$ cat config.mk
export PLATFORM = sky130hd
export DESIGN_NAME = riscv_wb_arbiter
export DESIGN_NICKNAME = d
export VERILOG_FILES = /design/src/rtl/riscv_wb_pkg.sv /design/src/rtl/riscv_rr_arbiter4.sv /design/src/rtl/riscv_wb_arbiter.sv
export SDC_FILE = /design/constraint.sdc
export NUM_CORES = 1
export LEC_CHECK = 0
export ABC_AREA = 0
export BUFFER_PORTS_ARGS = -buffer_cell sky130_fd_sc_hd__buf_2
export CORE_ASPECT_RATIO = 1.5
export CORE_MARGIN = 4
export CORE_UTILIZATION = 30
export DETAILED_ROUTE_END_ITERATION = 12
export PLACE_DENSITY = 0.53
export SYNTH_ARGS = -nofsm -noshare
export SYNTH_HDL_FRONTEND = slang
export SYNTH_HIERARCHICAL = 1
export SYNTH_SLANG_ARGS = --single-unit
$ cat constraint.sdc
create_clock -name CLK -period 11.05 [get_ports CLK]
set_input_delay 2.21 -clock CLK [delete_from_list [all_inputs] [get_ports CLK]]
set_output_delay 2.21 -clock CLK [all_outputs]
set_load 0.02 [all_outputs]
$ cat src/rtl/riscv_wb_pkg.sv
// Shared types and constants for the writeback arbiter: source encoding, widths and
// the same-cycle conflict priority between sources.
package riscv_wb_pkg;

  typedef enum logic [1:0] {
    SrcExec   = 2'd0,
    SrcMem    = 2'd1,
    SrcCsr    = 2'd2,
    SrcMuldiv = 2'd3
  } wb_src_e;

  localparam int unsigned NUM_WB_SRC = 4;
  localparam int unsigned REG_IDX_W  = 5;
  localparam int unsigned XLEN       = 32;
  localparam int unsigned NUM_REGS   = 1 << REG_IDX_W;

  typedef logic [REG_IDX_W-1:0] reg_idx_t;
  typedef logic [XLEN-1:0]      xlen_t;

  typedef struct packed {
    logic     valid;
    reg_idx_t idx;
    xlen_t    value;
  } wb_entry_t;

  // Higher rank wins when two sources capture the same destination in one cycle.
  function automatic logic [1:0] src_rank(input logic [1:0] src);
    case (src)
      SrcMem:    return 2'd3;
      SrcMuldiv: return 2'd2;
      SrcCsr:    return 2'd1;
      default:   return 2'd0;
    endcase
  endfunction

endpackage

$ cat src/rtl/riscv_rr_arbiter4.sv
// Four-way round-robin arbiter with a registered last-grant pointer and one-hot grant.
// Search starts at the source after the last one granted.
module riscv_rr_arbiter4
  import riscv_wb_pkg::*;
(
  input  logic                  clk_i,
  input  logic                  rst_i,
  input  logic [NUM_WB_SRC-1:0] req_i,
  output logic [NUM_WB_SRC-1:0] gnt_o
);

  logic [1:0] last_q, last_d;
  logic [1:0] cand;
  logic       found;

  always_comb begin
    gnt_o  = '0;
    last_d = last_q;
    found  = 1'b0;
    cand   = '0;
    for (int k = 1; k <= NUM_WB_SRC; k++) begin
      cand = last_q + 2'(k);
      if (!found && req_i[cand]) begin
        gnt_o[cand] = 1'b1;
        last_d      = cand;
        found       = 1'b1;
      end
    end
  end

  // Resetting to the last source makes exec the first candidate.
  always_ff @(posedge clk_i) begin
    if (rst_i) begin
      last_q <= SrcMuldiv;
    end else begin
      last_q <= last_d;
    end
  end

endmodule

$ cat src/rtl/riscv_wb_arbiter.sv
// Register-file writeback arbiter: one single-entry buffer per source, round-robin drain
// of one write per cycle, and newest-wins invalidation of stale buffered writes.
module riscv_wb_arbiter
  import riscv_wb_pkg::*;
(
  input  logic                 CLK,
  input  logic                 RST_N,
  input  logic                 wb_exec_valid_i,
  input  logic [REG_IDX_W-1:0] wb_exec_idx_i,
  input  logic [XLEN-1:0]      wb_exec_value_i,
  input  logic                 wb_exec_squash_i,
  output logic                 wb_exec_accept_o,
  input  logic                 wb_mem_valid_i,
  input  logic [REG_IDX_W-1:0] wb_mem_idx_i,
  input  logic [XLEN-1:0]      wb_mem_value_i,
  input  logic                 wb_mem_squash_i,
  output logic                 wb_mem_accept_o,
  input  logic                 wb_csr_valid_i,
  input  logic [REG_IDX_W-1:0] wb_csr_idx_i,
  input  logic [XLEN-1:0]      wb_csr_value_i,
  input  logic                 wb_csr_squash_i,
  output logic                 wb_csr_accept_o,
  input  logic                 wb_muldiv_valid_i,
  input  logic [REG_IDX_W-1:0] wb_muldiv_idx_i,
  input  logic [XLEN-1:0]      wb_muldiv_value_i,
  input  logic                 wb_muldiv_squash_i,
  output logic                 wb_muldiv_accept_o,
  output logic                 rf_wr_en_o,
  output logic [REG_IDX_W-1:0] rf_wr_idx_o,
  output logic [XLEN-1:0]      rf_wr_value_o,
  output logic [NUM_REGS-1:0]  pending_mask_o,
  output logic                 wb_stall_o
);

  logic [NUM_WB_SRC-1:0] req_valid, req_squash;
  reg_idx_t              req_idx   [NUM_WB_SRC];
  xlen_t                 req_value [NUM_WB_SRC];

  wb_entry_t             ent_q [NUM_WB_SRC];
  wb_entry_t             ent_d [NUM_WB_SRC];
  logic [NUM_WB_SRC-1:0] ent_valid, gnt, accept, cap_raw, cap, kill;

  logic                  rf_wr_en_q;
  reg_idx_t              rf_wr_idx_q, gnt_idx;
  xlen_t                 rf_wr_value_q, gnt_value;

  assign req_valid  = {wb_muldiv_valid_i, wb_csr_valid_i, wb_mem_valid_i, wb_exec_valid_i};
  assign req_squash = {wb_muldiv_squash_i, wb_csr_squash_i, wb_mem_squash_i, wb_exec_squash_i};

  assign req_idx[SrcExec]     = wb_exec_idx_i;
  assign req_idx[SrcMem]      = wb_mem_idx_i;
  assign req_idx[SrcCsr]      = wb_csr_idx_i;
  assign req_idx[SrcMuldiv]   = wb_muldiv_idx_i;
  assign req_value[SrcExec]   = wb_exec_value_i;
  assign req_value[SrcMem]    = wb_mem_value_i;
  assign req_value[SrcCsr]    = wb_csr_value_i;
  assign req_value[SrcMuldiv] = wb_muldiv_value_i;

  always_comb begin
    ent_valid = '0;
    for (int s = 0; s < NUM_WB_SRC; s++) begin
      ent_valid[s] = ent_q[s].valid;
    end
  end

  riscv_rr_arbiter4 u_rr (
    .clk_i (CLK),
    .rst_i (RST_N),
    .req_i (ent_valid),
    .gnt_o (gnt)
  );

  // A slot frees up in the same cycle it is granted, so accept depends on the grant.
  always_comb begin
    accept = '0;
    for (int s = 0; s < NUM_WB_SRC; s++) begin
      accept[s] = ~RST_N & (~ent_q[s].valid | gnt[s]);
    end
  end

  assign wb_exec_accept_o   = accept[SrcExec];
  assign wb_mem_accept_o    = accept[SrcMem];
  assign wb_csr_accept_o    = accept[SrcCsr];
  assign wb_muldiv_accept_o = accept[SrcMuldiv];

  // Squashed and x0 requests are accepted but never stored; same-idx losers are dropped.
  always_comb begin
    cap_raw = '0;
    for (int s = 0; s < NUM_WB_SRC; s++) begin
      cap_raw[s] = req_valid[s] & accept[s] & ~req_squash[s] & (req_idx[s] != '0);
    end
    cap = cap_raw;
    for (int s = 0; s < NUM_WB_SRC; s++) begin
      for (int t = 0; t < NUM_WB_SRC; t++) begin
        if ((s != t) && cap_raw[s] && cap_raw[t] && (req_idx[s] == req_idx[t]) &&
            (src_rank(2'(t)) > src_rank(2'(s)))) begin
          cap[s] = 1'b0;
        end
      end
    end
  end

  // A held entry is stale once another source captures a newer write to the same register.
  always_comb begin
    kill = '0;
    for (int s = 0; s < NUM_WB_SRC; s++) begin
      for (int t = 0; t < NUM_WB_SRC; t++) begin
        if ((s != t) && cap[t] && ent_q[s].valid && !gnt[s] &&
            (req_idx[t] == ent_q[s].idx)) begin
          kill[s] = 1'b1;
        end
      end
    end
  end

  always_comb begin
    for (int s = 0; s < NUM_WB_SRC; s++) begin
      ent_d[s] = ent_q[s];
      if (gnt[s] || kill[s]) begin
        ent_d[s].valid = 1'b0;
      end
      if (cap[s]) begin
        ent_d[s].valid = 1'b1;
        ent_d[s].idx   = req_idx[s];
        ent_d[s].value = req_value[s];
      end
    end
  end

  always_comb begin
    gnt_idx   = '0;
    gnt_value = '0;
    for (int s = 0; s < NUM_WB_SRC; s++) begin
      if (gnt[s]) begin
        gnt_idx   = ent_q[s].idx;
        gnt_value = ent_q[s].value;
      end
    end
  end

  always_ff @(posedge CLK) begin
    if (RST_N) begin
      for (int s = 0; s < NUM_WB_SRC; s++) begin
        ent_q[s] <= '0;
      end
      rf_wr_en_q    <= 1'b0;
      rf_wr_idx_q   <= '0;
      rf_wr_value_q <= '0;
    end else begin
      for (int s = 0; s < NUM_WB_SRC; s++) begin
        ent_q[s] <= ent_d[s];
      end
      rf_wr_en_q <= |gnt;
      if (|gnt) begin
        rf_wr_idx_q   <= gnt_idx;
        rf_wr_value_q <= gnt_value;
      end
    end
  end

  assign rf_wr_en_o    = rf_wr_en_q;
  assign rf_wr_idx_o   = rf_wr_idx_q;
  assign rf_wr_value_o = rf_wr_value_q;

  always_comb begin
    pending_mask_o = '0;
    for (int s = 0; s < NUM_WB_SRC; s++) begin
      if (ent_q[s].valid) begin
        pending_mask_o[ent_q[s].idx] = 1'b1;
      end
    end
    pending_mask_o[0] = 1'b0;
  end

  assign wb_stall_o = |(ent_valid & ~gnt);

endmodule

==> Implementation_results.wiki <==
{| class="wikitable"
! Metric !! Value
|-
| Number of instances in the synthesized netlist || 1405
|-
| Standard cell core area || 35800 µm²
|-
| Critical path capture point type || primary output
|-
| Count of final max-slew check failures || 0
|-
| Maximum number of pins on one net before global-route repair || 115
|-
| Number of cells in the design after placement || 1976
|-
| Post-CTS resize count || 0
|-
| Drt via density || 5.50
|-
| Number of antenna violations at the first check in global routing || 4
|-
| Violation count after the first detailed-routing iteration || 924
|-
| Maximum count of clock buffers along a single path || 2
|-
| Final setup vio count || 0
|-
| Growth of design area from synthesis to finish || 16.8%
|-
| Top-level port count || 233
|-
| Slowest stage cell on the critical path || sky130_fd_sc_hd__inv_1
|-
| Top cells by area in the synthesized netlist || sky130_fd_sc_hd__dfxtp_1 35%, sky130_fd_sc_hd__mux2i_1 5.7%, sky130_fd_sc_hd__a21oi_1 5.6%, sky130_fd_sc_hd__nor2_1 5.5%, sky130_fd_sc_hd__nand2_1 5.2%
|-
| Post-synth net total || 1571
|-
| Share of final-layout standard cells stronger than drive strength 1 || 19.4%
|-
| Count of H-tree levels built during CTS || 4
|-
| Hold Worst Slack || 0.458 ns
|-
| Cell at the root of the clock tree || sky130_fd_sc_hd__clkbuf_16
|-
| Number of buffers added for setup after CTS || 0
|-
| Post-synth top area cell || sky130_fd_sc_hd__dfxtp_1
|-
| Final Hold Vio Count || 0
|-
| List of cells traversed by the critical path || inv_1 -> ha_1 -> mux2i_1 -> mux2i_1 -> nor4b_4 -> o2bb2ai_2 -> inv_1 -> a21oi_1 -> buf_2
|-
| Adder-cell share of the synthesized area || 0.921%
|-
| Combinational family with the most area after synthesis || simple AND/OR/NAND/NOR gates
|-
| PD cells || 211 nW/µm²
|-
| Period Utilization, post-route || 68.0%
|-
| Overall die height || 241 µm
|-
| Unrepaired setup endpoints after global routing || no
|-
| Global-route usage over all layers || 21.4%
|-
| Register area share after synthesis || 35.4%
|-
| Wire length of the first global-routing pass || 64.7 mm
|-
| CTS Buf Count || 17
|-
| Cell Count, Final, Fillers Out || 2007
|-
| Multiplexer share of the synthesized area || 6.30%
|-
| Post-synthesis xor/xnor area fraction || 7.26%
|-
| Fraction of the mapped netlist area in simple logic gates || 22.4%
|-
| DRC viols || 0
|-
| Die outline area || 39400 µm²
|-
| Cell with the most instances after synthesis || sky130_fd_sc_hd__dfxtp_1
|-
| Per-instance average area after synthesis || 7.73 µm²
|-
| Post-place instance area || 12100 µm²
|-
| Maximum fanout along the worst path || 31
|-
| Clock sink count || 192
|-
| Critical Path Source Type || flip-flop
|-
| Tot Pwr || 0.00267 W
|-
| Fraction of registers with async set or reset after synthesis || 0%
|-
| Static Leak || 4.92 nW
|-
| Outcome || complete, no violations
|-
| Layout net count || 1683
|-
| Distinct cell type count after synthesis || 66
|-
| Post-route cell area || 12700 µm²
|-
| Final Critical Period || 7.51 ns
|-
| Antenna fix cells || 0
|-
| Accumulated negative setup slack || 0 ns
|-
| Number of global-route vias before repair || 10526
|-
| Die X || 163 µm
|-
| Slew at the pin closest to its max-slew limit || 1.29 ns
|-
| Drt first pass iters || 7
|-
| Vias || 11036
|-
| Wire length reported by the detailed router || 43.5 mm
|-
| RePlAce Congestion || 0.885
|-
| Post-synthesis register bit count || 192
|-
| Synthesized cell area || 10900 µm²
|-
| TritonCTS clock tree || done
|-
| Number of hold-repair buffers added at the cts stage || 0
|-
| Insertion delay of the later-clocked pin in the worst-skew pair || 0.45 ns
|-
| Maximum cell stage delay along the critical path || 0.80 ns
|-
| Worst hold path type || reg -> reg
|-
| Overall overflow remaining after global route || 0
|-
| Count of yosys warnings during synthesis || 6
|-
| Final worst clock skew || 0.0118 ns
|-
| Data required time at the worst endpoint || 8.84 ns
|-
| Compound-Gate Fraction of Synth Area || 21.0%
|-
| Post-route antenna net violation count || 0
|-
| Top_reg_cell synth || sky130_fd_sc_hd__dfxtp_1
|-
| Detail-routed net length per standard cell || 21.7 µm
|-
| Max rail drop VDD || 123 µV
|-
| Most frequent cells after synthesis || 192 x sky130_fd_sc_hd__dfxtp_1, 160 x sky130_fd_sc_hd__nor2_1, 150 x sky130_fd_sc_hd__nand2_1
|-
| Slew margin rel. || 13.9%
|-
| Clock transition at the register clock pins on the worst setup and hold paths after CTS || 0.07 ns
|-
| Port Buffers || 231
|-
| Area share of the largest cell type after synthesis || 35.4%
|-
| Number of flops mapped to enable cells by yosys || 0
|-
| Arrival time reported for the critical path endpoint || 5.30 ns
|-
| Site Rows || 85
|-
| Total half-perimeter wirelength after legalization and detailed placement || 29.6 mm
|-
| Fmax || 133 MHz
|-
| Max-Cap Viols || 0
|-
| Starting utilization of the core area || 30.3%
|-
| Worst setup path category || reg -> out
|}
## per-layer routing
layer  share of wire [%]  global-route usage, %  vias up  wire (µm)
met1                  38                   24.6     5307      16500
met3                 5.6                   3.23      100       2420
met5               0.044                      0        -         19
met4                 3.5                   8.06        2       1520
met2                  53                   39.9      461      23100
li1                    -                      -     5166          -
## worst max-delay path, delay by kind of cell (launching register included)
family / cells / cell delay [ns]
adder cells (fa/ha/maj): 1 / 0.52
flip-flops: 1 / 0.77
multiplexers: 2 / 0.65
AND/OR/NAND/NOR: 1 / 0.60
AO/OA/AOI/OAI: 2 / 0.94
buffers and inverters: 3 / 1.36
## layout make-up
cell class              count  area (µm²)
multi-input cells        1051        6400
inverters                  14        52.6
clock inverters            10         113
well taps                 478         598
flip-flops and latches    192        3840
fillers                  3893       23100
repair buffers            241        1240
clock buffers              21         450
## worst paths after layout
check,slack [ns],from,to,cells past startpoint
min reg2reg,0.46,ent_q[1][27],ent_q[1][27],2
max,3.54,u_rr/last_q[0],wb_exec_accept_o,9
max reg2reg,4.72,u_rr/last_q[0],ent_q[2][37],12
min,0.46,ent_q[1][27],ent_q[1][27],2
## through the flow
stage	util (%)	setup slack, ns
after global placement	33.8	4.13
after CTS	35.4	3.45
after detailed placement	33.8	3.99
after floorplan	-	5.70
final	35.4	3.54
after global routing	35.4	3.12
## power breakdown
part           switching [W]  leakage, nW  internal, W  total [W]
combinational       0.000834         3.08     0.000385    0.00122
sequential         0.0000727         1.56     0.000763   0.000835
clock               0.000280        0.273     0.000338   0.000618
## cell usage in the layout (no fill, tap or decap), types with 3 or more instances in the layout
cell type,n
sky130_fd_sc_hd__a211o_1,3
sky130_fd_sc_hd__a211oi_1,5
sky130_fd_sc_hd__a21oi_1,122
sky130_fd_sc_hd__a221o_1,6
sky130_fd_sc_hd__a221oi_1,29
sky130_fd_sc_hd__a22oi_1,24
sky130_fd_sc_hd__and3_1,5
sky130_fd_sc_hd__and3b_1,6
sky130_fd_sc_hd__buf_2,230
sky130_fd_sc_hd__buf_4,10
sky130_fd_sc_hd__clkbuf_1,3
sky130_fd_sc_hd__clkbuf_16,17
sky130_fd_sc_hd__clkinv_2,4
sky130_fd_sc_hd__dfxtp_1,192
sky130_fd_sc_hd__ha_1,8
sky130_fd_sc_hd__inv_1,13
sky130_fd_sc_hd__mux2i_1,62
sky130_fd_sc_hd__nand2_1,150
sky130_fd_sc_hd__nand2b_1,7
sky130_fd_sc_hd__nand3_1,93
sky130_fd_sc_hd__nand3b_1,10
sky130_fd_sc_hd__nand4_1,5
sky130_fd_sc_hd__nor2_1,159
sky130_fd_sc_hd__nor2b_1,6
sky130_fd_sc_hd__nor3_1,52
sky130_fd_sc_hd__nor3b_1,10
sky130_fd_sc_hd__nor4_1,4
sky130_fd_sc_hd__o21ai_0,106
sky130_fd_sc_hd__o21ai_1,5
sky130_fd_sc_hd__o221ai_1,22
sky130_fd_sc_hd__o22ai_1,15
sky130_fd_sc_hd__o2bb2ai_4,3
sky130_fd_sc_hd__or3b_2,6
sky130_fd_sc_hd__xnor2_1,39
sky130_fd_sc_hd__xor2_1,51
## state kept, by name, indices dropped and copies added (netlist names)
signal / cells
u_rr/last_q: 2
rf_wr_value_o: 32
rf_wr_idx_o: 5
ent_q: 152
rf_wr_en_o: 1
## kinds of logic (layout without fill, tap and decap cells)
| kind of cell | after synthesis | in the layout |
|---|---|---|
| AO/OA/AOI/OAI | 362 | 362 |
| XOR/XNOR | 90 | 90 |
| adder cells (fa/ha/maj) | 8 | 8 |
| buffers and inverters | 162 | 286 |
| flip-flops | 192 | 192 |
| multiplexers | 65 | 65 |
| other | 1 | 1 |
| AND/OR/NAND/NOR | 525 | 525 |
Note: power is estimated with default switching activity, not from simulation.
